**config.mk**
```make
export PLATFORM = sky130hd
export DESIGN_NAME = load_store_unit
export DESIGN_NICKNAME = d
export VERILOG_FILES = /design/src/rtl/load_store_unit.sv
export SDC_FILE = /design/constraint.sdc
export NUM_CORES = 1
export LEC_CHECK = 0
export ABC_AREA = 1
export BUFFER_PORTS_ARGS = -buffer_cell sky130_fd_sc_hd__clkbuf_2
export CAP_MARGIN = 20
export CORE_MARGIN = 2
export CORE_UTILIZATION = 40
export CTS_BUF_LIST = sky130_fd_sc_hd__clkbuf_8 sky130_fd_sc_hd__clkbuf_16
export CTS_CLUSTER_DIAMETER = 200
export DETAILED_ROUTE_END_ITERATION = 7
export GPL_TIMING_DRIVEN = 1
export PLACE_DENSITY_LB_ADDON = 0.1
export SETUP_SLACK_MARGIN = 0.15
export SLEW_MARGIN = 10
export SYNTH_ARGS = -nofsm -noshare
export SYNTH_HDL_FRONTEND = slang
export SYNTH_SLANG_ARGS = --single-unit
```
**constraint.sdc**
```tcl
create_clock -name clk -period 2.82 [get_ports clk]
set_input_delay 0.564 -clock clk [delete_from_list [all_inputs] [get_ports clk]]
set_output_delay 0.564 -clock clk [all_outputs]
set_load 0.02 [all_outputs]
```
**src/rtl/load_store_unit.sv**
```systemverilog
// RV32I load/store unit: formats byte/halfword/word accesses onto a word-wide
// request/acknowledge memory port, with alignment checks and an ack timeout.
module load_store_unit #(
  parameter int unsigned ACK_TIMEOUT = 255
) (
  input  logic        clk,
  input  logic        reset_n,
  input  logic        Start,
  input  logic        MemRead,
  input  logic        MemWrite,
  input  logic [2:0]  Funct3,
  input  logic [31:0] ALUResult,
  input  logic [31:0] WriteData,
  output logic        MemReq,
  output logic [31:0] MemAddr,
  output logic        MemWE,
  output logic [3:0]  MemBE,
  output logic [31:0] MemWData,
  input  logic        MemAck,
  input  logic [31:0] MemRData,
  output logic [31:0] ReadData,
  output logic        Done,
  output logic        Busy,
  output logic        Err
);

  localparam int unsigned CntW = (ACK_TIMEOUT > 1) ? $clog2(ACK_TIMEOUT) : 1;
  localparam logic [CntW-1:0] CntLast = CntW'(ACK_TIMEOUT - 1);

  typedef enum logic [1:0] {StIdle, StReq, StResp} state_e;

  state_e          state_q, state_d;
  logic [31:0]     addr_q, wdata_q, rdata_q;
  logic [2:0]      funct3_q;
  logic [3:0]      be_q;
  logic            we_q, err_q;
  logic [CntW-1:0] cnt_q;

  logic            accept, illegal, timeout;
  logic [3:0]      be_d;
  logic [31:0]     wdata_d, load_ext, shifted;

  assign accept  = (state_q == StIdle) && Start && (MemRead ^ MemWrite);
  assign timeout = (state_q == StReq) && !MemAck && (cnt_q == CntLast);

  // Alignment and encoding legality, evaluated on the raw inputs at Start.
  always_comb begin
    illegal = 1'b0;
    if (MemRead) begin
      case (Funct3)
        3'b000, 3'b100: illegal = 1'b0;
        3'b001, 3'b101: illegal = ALUResult[0];
        3'b010:         illegal = |ALUResult[1:0];
        default:        illegal = 1'b1;
      endcase
    end else begin
      case (Funct3)
        3'b000:  illegal = 1'b0;
        3'b001:  illegal = ALUResult[0];
        3'b010:  illegal = |ALUResult[1:0];
        default: illegal = 1'b1;
      endcase
    end
  end

  always_comb begin
    be_d    = 4'b1111;
    wdata_d = WriteData;
    if (MemWrite) begin
      case (Funct3[1:0])
        2'b00: begin
          be_d    = 4'b0001 << ALUResult[1:0];
          wdata_d = {4{WriteData[7:0]}};
        end
        2'b01: begin
          be_d    = ALUResult[1] ? 4'b1100 : 4'b0011;
          wdata_d = {2{WriteData[15:0]}};
        end
        default: begin
          be_d    = 4'b1111;
          wdata_d = WriteData;
        end
      endcase
    end
  end

  // Selected lane lands in the low bits; halfwords are aligned so a 16-bit shift suffices.
  always_comb begin
    shifted = MemRData >> {addr_q[1:0], 3'b000};
    case (funct3_q)
      3'b000:  load_ext = {{24{shifted[7]}}, shifted[7:0]};
      3'b001:  load_ext = {{16{shifted[15]}}, shifted[15:0]};
      3'b100:  load_ext = {24'h0, shifted[7:0]};
      3'b101:  load_ext = {16'h0, shifted[15:0]};
      default: load_ext = MemRData;
    endcase
  end

  always_ff @(posedge clk or negedge reset_n) begin
    if (!reset_n) begin
      state_q <= StIdle;
    end else begin
      state_q <= state_d;
    end
  end

  always_comb begin
    state_d = state_q;
    case (state_q)
      StIdle: begin
        if (accept) state_d = illegal ? StResp : StReq;
      end
      StReq: begin
        if (MemAck || timeout) state_d = StResp;
      end
      StResp:  state_d = StIdle;
      default: state_d = StIdle;
    endcase
  end

  always_comb begin
    MemReq   = (state_q == StReq);
    Busy     = (state_q != StIdle);
    Done     = (state_q == StResp);
    Err      = Done & err_q;
    MemWE    = MemReq & we_q;
    MemBE    = be_q;
    MemAddr  = {addr_q[31:2], 2'b00};
    MemWData = wdata_q;
    ReadData = rdata_q;
  end

  always_ff @(posedge clk or negedge reset_n) begin
    if (!reset_n) begin
      addr_q   <= '0;
      wdata_q  <= '0;
      rdata_q  <= '0;
      funct3_q <= '0;
      be_q     <= '0;
      we_q     <= 1'b0;
      err_q    <= 1'b0;
      cnt_q    <= '0;
    end else begin
      if (accept) begin
        addr_q   <= ALUResult;
        funct3_q <= Funct3;
        we_q     <= MemWrite;
        be_q     <= be_d;
        wdata_q  <= wdata_d;
        err_q    <= illegal;
        cnt_q    <= '0;
      end else if (state_q == StReq && !MemAck) begin
        cnt_q <= cnt_q + CntW'(1);
        if (timeout) err_q <= 1'b1;
      end
      if (state_q == StReq && MemAck && !we_q) rdata_q <= load_ext;
    end
  end

endmodule

```
==> results_dict.tcl, run 1 <==
set metrics [dict create \
    grt_pass1_wl_um 27300 \
    hold_viol 0 \
    synth_edf_count 0 \
    initial_core_util_pct 40.7 \
    grt_max_degree 44 \
    fillers 1598 \
    hpwl_um 12400 \
    cp-start-kind "flop" \
    utilization_pct 50.4 \
    ys_warn_count 0 \
    num_vias 5688 \
    worstMarginPinSlew_ns 0.581 \
    clkTransAtPathRegs_ns 0.06 \
    cts.sinks 115 \
    cpMostUsedCell "nand2_1" \
    required_ns 3.13 \
    cts_tree "yes" \
    critPathCaptureType "flop" \
    post_cts_buffers 0 \
    drc 0 \
    clkLatencyLatePin_ns 0.42 \
    ys_async_sr_fraction_pct 100 \
    yosys-top-cells-count "306 x nand2_1, 115 x dfrtp_1, 84 x inv_1" \
    yosys.area.top_type_share_pct 46.6 \
    core_um2 15100 \
    powerDensity_nw_per_um2 1100 \
    core.rowCount 45 \
    status "complete, no violations" \
    synth_top_cell_by_area "dfrtp_1" \
    ctsResizeCount 0 \
    slew-limit-headroom_pct 61.3 \
    synth-seq-cells 115 \
    power_mw 8.39 \
    finalMaxSlewViolations 0 \
    critPathMaxFanout 24 \
    grt_pass1_vias 5503 \
    htree_levels 4 \
    cp.arrival_ns 2.27 \
    hold_buffers 0 \
    pin_count 210 \
    gp_congestion 0.838 \
    fp.dieW_um 128 \
    power_leakage_nw 4.47 \
    drive_above_1_share_pct 27.5 \
    critPathMaxStageDelay_ns 0.71 \
    die_area_um2 16400 \
    fin_nets 1104 \
    overflow 0 \
    crit_path_cell_trace "inv_2 > nand2_1 > nand3_1 > nand3_2 > nand3_1 > nand2_1 > nand2_1" \
    netlist_top_cells_area "dfrtp_1 47%, nand2_1 19%, nand3_1 5.9%" \
    portBuffers 207 \
    finClkSkew_ns 0.00629 \
    rsz0062_at_grt "no" \
    cts_buffer_depth 2 \
    max_freq_ghz 0.509 \
    finalCritPeriodShare_pct 69.7 \
    wirelength_um 16800 \
    post_synth.cell_area_avg_um2 7.45 \
    diodes 0 \
    gr-usage-all-layers_pct 21.1 \
    cts_made_buffers 17 \
    critical_path_class "reg -> reg" \
    min_path_type "in -> async" \
    drv_cap 0 \
    fin_crit_ns 1.96 \
    ys.flop_type "dfrtp_1" \
    die_y_um 128 \
    ys_types 34 \
    synthToLayoutAreaGrowth_pct 23.8 \
    netlist_area_um2 6170 \
    finalSetupTns_ns 0 \
    antenna_found_initial 0 \
    vias_per_cell 4.75 \
    cp_slowest_cell "dfrtp_1" \
    setup-violations-final 0 \
    cts_root_buf "clkbuf_16" \
    ant_nets 0 \
    drtPass1Iterations 5 \
    syn_inst 828 \
    drt_iter0_drc 369 \
    routedWlPerCell_um 14.1 \
    yosysSeqAreaShare_pct 46.6 \
    irDropWorstVdd_v 0.000571 \
    synth.most_common_cell "nand2_1" \
]
[final cells by class]
cell class,instances,area (um2),share of cell area [%]
Tap cell,188,235,3.08
Multi-Input combinational cell,555,2460,32.3
Inverter,91,342,4.47
Timing Repair Buffer,217,1130,14.7
Clock buffer,18,439,5.75
Clock inverter,14,154,2.01
Sequential cell,115,2880,37.7
[per-layer routing]
layer | global-route usage (%) | part of all wire [%] | vias to the layer above
met5 | 0 | 0 | -
met4 | 7.30 | 1.6 | 0
met3 | 6.18 | 7.1 | 23
met2 | 34.3 | 48 | 175
met1 | 27.0 | 44 | 2616
li1 | - | - | 2874
[registers in the layout, indices dropped and copies added, names as in the netlist]
signal / flops
MemWData: 32
ReadData: 32
addr_q: 32
cnt_q: 8
MemBE: 4
funct3_q: 3
state_q: 2
err_q: 1
we_q: 1
[worst paths after layout]
kind / start / endpoint / slack (ns) / depth (start not counted)
setup / recovery: addr_q[0] / ReadData[9] / 0.86 / 7
hold reg to reg: ReadData[0] / ReadData[0] / 0.47 / 2
max in group asynchronous: reset_n / cnt_q[1] / 1.97 / 2
setup reg to reg: addr_q[0] / ReadData[9] / 0.86 / 7
min in group clk: ALUResult[11] / addr_q[11] / 0.34 / 3
hold / removal: reset_n / ReadData[1] / 0.14 / 1
[metrics by stage]
step / instance area [um2] / hold slack (ns) / setup WS, ns / std cells
6_report: 7640 / 0.138 / 0.855 / 1198
5_1_grt: 7640 / 0.169 / 0.643 / 1198
4_1_cts: 7640 / 0.152 / 0.894 / 1198
3_5_place_dp: 7050 / 0.465 / 0.653 / 1166
3_3_place_gp: 7050 / 0.463 / 0.682 / 1166
2_1_floorplan: 6170 / 0.268 / 1.28 / 829
[cell usage in the layout (no fill, tap or decap), drive strengths merged, types with 11 or more instances in the layout]
| cell type | instances |
|---|---|
| nand2 | 310 |
| clkbuf | 224 |
| dfrtp | 115 |
| inv | 93 |
| nand3 | 75 |
| o21ai | 52 |
| nor2 | 48 |
| a21oi | 38 |
| or2 | 16 |
| buf | 11 |
[report_power, final]
| group | total [mW] | leakage, nW | internal (mW) | switching, mW |
|---|---|---|---|---|
| registers | 2.84 | 1.42 | 2.37 | 0.470 |
| clock network | 2.16 | 0.283 | 1.33 | 0.832 |
| logic | 3.39 | 2.76 | 1.14 | 2.25 |
[critical path, delay by kind of cell (launching register included)]
family | cells | cell delay, ns
buffers and inverters | 1 | 0.21
and+or+nand+nor | 6 | 0.93
DFF | 1 | 0.71
[cells by family (layout without fill, tap and decap cells)]
group           after synthesis  in the layout  share of synthesized area [%]
simple gates                458            458                           31.7
xor+xnor                      1              1                          0.142
compound gates               92             92                           7.54
other cells                   1              2                         0.0608
buf+inv                     159            340                           13.5
flops                       115            115                           46.6
fa+ha+maj                     2              2                          0.405
Note: power is estimated with default switching activity, not from simulation.
==> run 2, diff against run 1 <==
- clock period: 2.82 -> 1.9 ns (I/O delays scaled with it)
==> run 2 against run 1 <==
Net effect: largest power group unchanged; critical path depth fell by 2; global-route usage decreased by 0.38 points; final cell count rose by 0.67%; first-iteration DRC count increased by 0.81%; combinational power is 53% higher; sequential share of layout area shrank 0.52 points; clock power is 49% higher; critical path type is now reg -> out; hold slack better by 0.020 ns; largest cell class unchanged.
==> results_dict.tcl, run 2 (synthesis gave the netlist of run 1 again) <==
set metrics [dict create \
    status "complete, no violations" \
    slew-limit-headroom_pct 57.7 \
    cts_buffer_depth 2 \
    initial_core_util_pct 40.7 \
    finalCritPeriodShare_pct 85.4 \
    cp-start-kind "flop" \
    antenna_found_initial 0 \
    fin_crit_ns 1.62 \
    rsz0062_at_grt "no" \
    drc 0 \
    cts_tree "yes" \
    powerDensity_nw_per_um2 1630 \
    num_vias 5704 \
    fp.dieW_um 128 \
    cts_made_buffers 17 \
    critPathMaxFanout 4 \
    rrSetupSlack_ns 0.30 \
    gr-usage-all-layers_pct 20.7 \
    ant_nets 0 \
    wirelength_um 16800 \
    portBuffers 207 \
    overflow 0 \
    routedWlPerCell_um 13.9 \
    finClkSkew_ns 0.00641 \
    power_leakage_nw 4.54 \
    cts_root_buf "clkbuf_16" \
    max_freq_ghz 0.616 \
    hpwl_um 12500 \
    hold_viol 0 \
    cp.arrival_ns 1.24 \
    layout_setup_ws_ns 0.277 \
    clkTransAtPathRegs_ns 0.05 \
    post-place-ws_ns 0.196 \
    vias_per_cell 4.73 \
    critical_path_class "reg -> out" \
    drt_iter0_drc 372 \
    required_ns 1.52 \
    synthToLayoutAreaGrowth_pct 25.5 \
    fin_nets 1113 \
    setup-violations-final 0 \
    critPathCaptureType "output pin" \
    grt_pass1_vias 5393 \
    fillers 1529 \
    pin_count 210 \
    final_common_cell "nand2_1" \
    final_cell_mix "306 x nand2_1, 205 x clkbuf_2, 115 x dfrtp_1" \
    core.rowCount 45 \
    drv_cap 0 \
    cts.sinks 115 \
    gp_congestion 0.838 \
    clkLatencyLatePin_ns 0.41 \
    hold-worst-slack_ns 0.158 \
    htree_levels 4 \
    worstMarginPinSlew_ns 0.630 \
    drtPass1Iterations 5 \
    drive_above_1_share_pct 28.0 \
    grt_pass1_wl_um 26600 \
    irDropWorstVdd_v 0.000717 \
    finalMaxSlewViolations 0 \
    grt_max_degree 69 \
    min_path_type "in -> reg" \
    diodes 0 \
    finalSetupTns_ns 0 \
    die_area_um2 16400 \
    die_y_um 128 \
    core_um2 15100 \
]
## run 2: cell types whose count changed in the layout (fill, tap and decap cells not counted), sizes merged
| cell | before | now |
|---|---|---|
| clkinv | 7 | 5 |
| clkbuf | 224 | 227 |
| clkinvlp | 3 | 1 |
| dlygate4sd3 | 0 | 1 |
| inv | 93 | 92 |
| buf | 11 | 20 |
## run 2: path summary, 6_finish.rpt
path                                   start           end  cells past startpoint
min in group asynchronous            reset_n   ReadData[2]                      3
worst max register to register     addr_q[1]  ReadData[10]                      6
max in group asynchronous            reset_n  MemWData[21]                      3
worst min-delay path            ALUResult[2]     addr_q[2]                      3
worst max-delay path              state_q[0]         MemWE                      5
worst min register to register    addr_q[12]    addr_q[12]                      2
## run 2: metal layers
metal	global-route usage, %	wire length, um
met3	5.30	1010
met4	6.21	149
met1	27.4	7580
met2	33.6	8060
met5	0	0
## run 2: through the flow
| step | std cells | total power, mW | util [%] | area [um2] |
|---|---|---|---|---|
| final | 1206 | 12.6 | 51.1 | 7750 |
| after global routing | 1206 | 13.5 | 51.1 | 7750 |
| after CTS | 1204 | 12.7 | 51.0 | 7720 |
| after detailed placement | 1172 | 9.41 | 47.0 | 7120 |
| after global placement | 1172 | 9.39 | 47.0 | 7120 |
| after floorplan | 829 | 8.05 | - | 6170 |
## run 2: cell type report
| cell class | instances | area, um2 | share of cell area, % |
|---|---|---|---|
| inverter | 91 | 342 | 4.41 |
| clock buffer | 22 | 494 | 6.38 |
| sequential | 115 | 2880 | 37.2 |
| timing repair buffer | 226 | 1220 | 15.8 |
| tap | 188 | 235 | 3.04 |
| multi-input combinational | 555 | 2470 | 31.9 |
| clock inverter | 9 | 101 | 1.31 |
## run 2: repair_timing
| item | in CTS | in global routing |
|---|---|---|
| buffers inserted | 0 | 2 |
| hold buffers | 1 | 0 |
| endpoints found under the setup margin | 0 | 25 |
| endpoints found under the hold margin | 53 | 0 |
| resized for setup | 0 | 3 |
## run 2: power by group
group / switching (mW) / internal (mW) / total, mW
registers: 0.673 / 3.52 / 4.19
logic: 3.43 / 1.75 / 5.18
clock network: 1.13 / 2.09 / 3.22
total: 5.24 / 7.35 / 12.6
## run 2: critical path: stages, from the launching register on
cell and delay, ns:
dfrtp_1 0.36, inv_2 0.07, nor2_4 0.13, inv_1 0.05, nor2_1 0.08, buf_4 0.14
==> run 3, diff against run 2 <==
- CELL_PAD_IN_SITES_DETAIL_PLACEMENT: default -> 0
- CELL_PAD_IN_SITES_GLOBAL_PLACEMENT: default -> 1
- CORE_UTILIZATION: 40 -> 36
==> run 3 against run 2 <==
Net effect: count of clock-buffer cells in the layout down 3; final cell count increased by 2.9%; cell area increased by 1.5%; critical path depth did not move; non-clock buffer count grew 4; utilization down 3.9 points; sequential power about the same; wire length up 4.2%; worst setup slack got worse by 0.053 ns; critical path type unchanged; largest cell class unchanged; highest routed layer unchanged.
==> results_dict.tcl, run 3 (synthesis gave the netlist of run 1 again) <==
set metrics [dict create \
    status "complete, no violations" \
    cpMostUsedCell "inv_2" \
    synthToLayoutAreaGrowth_pct 27.4 \
    hpwl_um 13100 \
    ant_nets 0 \
    cp_slowest_cell "dfrtp_1" \
    holdPathEnd "addr_q[25]" \
    clkTransAtPathRegs_ns 0.05 \
    cts_tree "yes" \
    critPathCaptureType "output pin" \
    antenna_found_initial 0 \
    grt_pass1_wl_um 28200 \
    min_path_type "in -> reg" \
    drc 0 \
    die_area_um2 18200 \
    pin_count 210 \
    critPathMaxFanout 5 \
    die_y_um 135 \
    cp.arrival_ns 1.30 \
    drt_iter0_drc 257 \
    p_clk_share_pct 26.2 \
    cp-start-kind "flop" \
    setup-violations-final 0 \
    hold-worst-slack_ns 0.160 \
    portBuffers 207 \
    cts_root_buf "clkbuf_16" \
    drive_above_1_share_pct 28.2 \
    critical_path_buf_inv_count 3 \
    grt_max_degree 61 \
    overflow 0 \
    finalMaxSlewViolations 0 \
    final_common_cell "nand2_1" \
    hold_path.startpoint "ALUResult[25]" \
    core.rowCount 47 \
    finClkSkew_ns 0.00755 \
    wirelength_um 17500 \
    drv_cap 0 \
    p_int_mw 7.57 \
    critical_path_class "reg -> out" \
    finalSetupTns_ns 0 \
    power_switching_mw 5.23 \
    required_ns 1.52 \
    cts.sinks 115 \
    core_um2 16600 \
    powerDensity_nw_per_um2 1630 \
    pwr-share-seq_pct 32.5 \
    startpoint "state_q[0]" \
    cp_num_cells 5 \
    diodes 0 \
    grt_pass1_vias 5506 \
    comb_power_share_pct 41.4 \
    critPathMaxStageDelay_ns 0.35 \
    r2r_end "ReadData[16]" \
    initial_core_util_pct 37.1 \
    power_leakage_nw 4.58 \
    cp_top_family "flip-flops" \
    finalCritPeriodShare_pct 88.2 \
    hold_viol 0 \
    switching_share_pct 40.9 \
    hold_depth 3 \
    crit_path_cell_trace "inv_2 > nor2_4 > inv_2 > nor2_1 > buf_4" \
    gr-usage-all-layers_pct 19.8 \
    drtPass1Iterations 7 \
    gp_congestion 0.801 \
    max_freq_ghz 0.597 \
    fp.dieW_um 135 \
    clkLatencyLatePin_ns 0.41 \
    cts_buffer_depth 2 \
    fin_nets 1117 \
    r2r_start "addr_q[0]" \
    vias_per_cell 4.55 \
    rsz0062_at_grt "no" \
    reg2regPathDepth 8 \
    rrSetupSlack_ns 0.31 \
    cts_made_buffers 17 \
    final_cell_mix "306 x nand2_1, 205 x clkbuf_2, 115 x dfrtp_1" \
    htree_levels 4 \
    num_vias 5652 \
    routedWlPerCell_um 14.1 \
    irDropWorstVdd_v 0.000655 \
    fin_crit_ns 1.68 \
]
run 3: cell count changes in the layout (fill, tap and decap cells not counted), sizes merged:
| cell | change |
|---|---|
| buf | +4 |
| clkbuf | -3 |
| bufinv | +2 |
| clkinv | +1 |
| clkinvlp | -1 |
run 3: power by group through the flow:
stage | logic (mW) | registers, mW | clock network [mW]
floorplan | 3.15 | 4.90 | 0
global route | 5.88 | 4.30 | 3.54
CTS | 5.36 | 4.16 | 3.43
global placement | 5.33 | 4.19 | 0
finish | 5.29 | 4.16 | 3.35
detailed placement | 5.35 | 4.17 | 0
run 3: repair_timing:
item,4_1_cts,5_1_grt
gates resized for setup,0,6
hold endpoints to repair,23,0
hold buffers,1,0
endpoints found under the setup margin,0,19
buffers inserted,0,1
run 3: per-layer routing:
| layer | GRT usage (%) | vias to the layer above | part of all wire, % |
|---|---|---|---|
| met3 | 5.18 | 17 | 5.7 |
| met4 | 5.96 | 0 | 1.4 |
| met5 | 0 | - | 0 |
| li1 | - | 2901 | - |
| met2 | 31.0 | 151 | 46 |
| met1 | 27.0 | 2583 | 47 |
run 3: worst register-to-register path, delay by kind of cell, from the launching register on:
kind | cells | cell delay, ns
simple gates | 6 | 0.74
flops | 1 | 0.46
buf+inv | 2 | 0.29
run 3: how the worst max path moves through the flow:
stage / to / slack (ns)
after floorplan: MemWE / 0.55
after detailed placement: ReadData[16] / 0.26
after CTS: MemWE / 0.16
after global placement: ReadData[16] / 0.27
after global routing: ReadData[24] / 0.15
final: MemWE / 0.22
run 3: cell type report:
class,instances,area [um2]
fillers,1729,8780
well taps,220,275
inverters,91,344
repair buffers,230,1280
clock inverters,11,161
multi-input cells,555,2460
flip-flops and latches,115,2880
clock buffers,19,453
run 3: stage by stage:
step / setup slack (ns) / power [mW] / util [%] / area (um2) / std cells
6_report: 0.224 / 12.8 / 47.2 / 7860 / 1241
5_1_grt: 0.150 / 13.7 / 47.2 / 7860 / 1241
4_1_cts: 0.163 / 13.0 / 47.1 / 7840 / 1240
3_5_place_dp: 0.257 / 9.52 / 43.4 / 7220 / 1209
3_3_place_gp: 0.267 / 9.52 / 43.4 / 7220 / 1209
2_1_floorplan: 0.549 / 8.05 / - / 6170 / 829
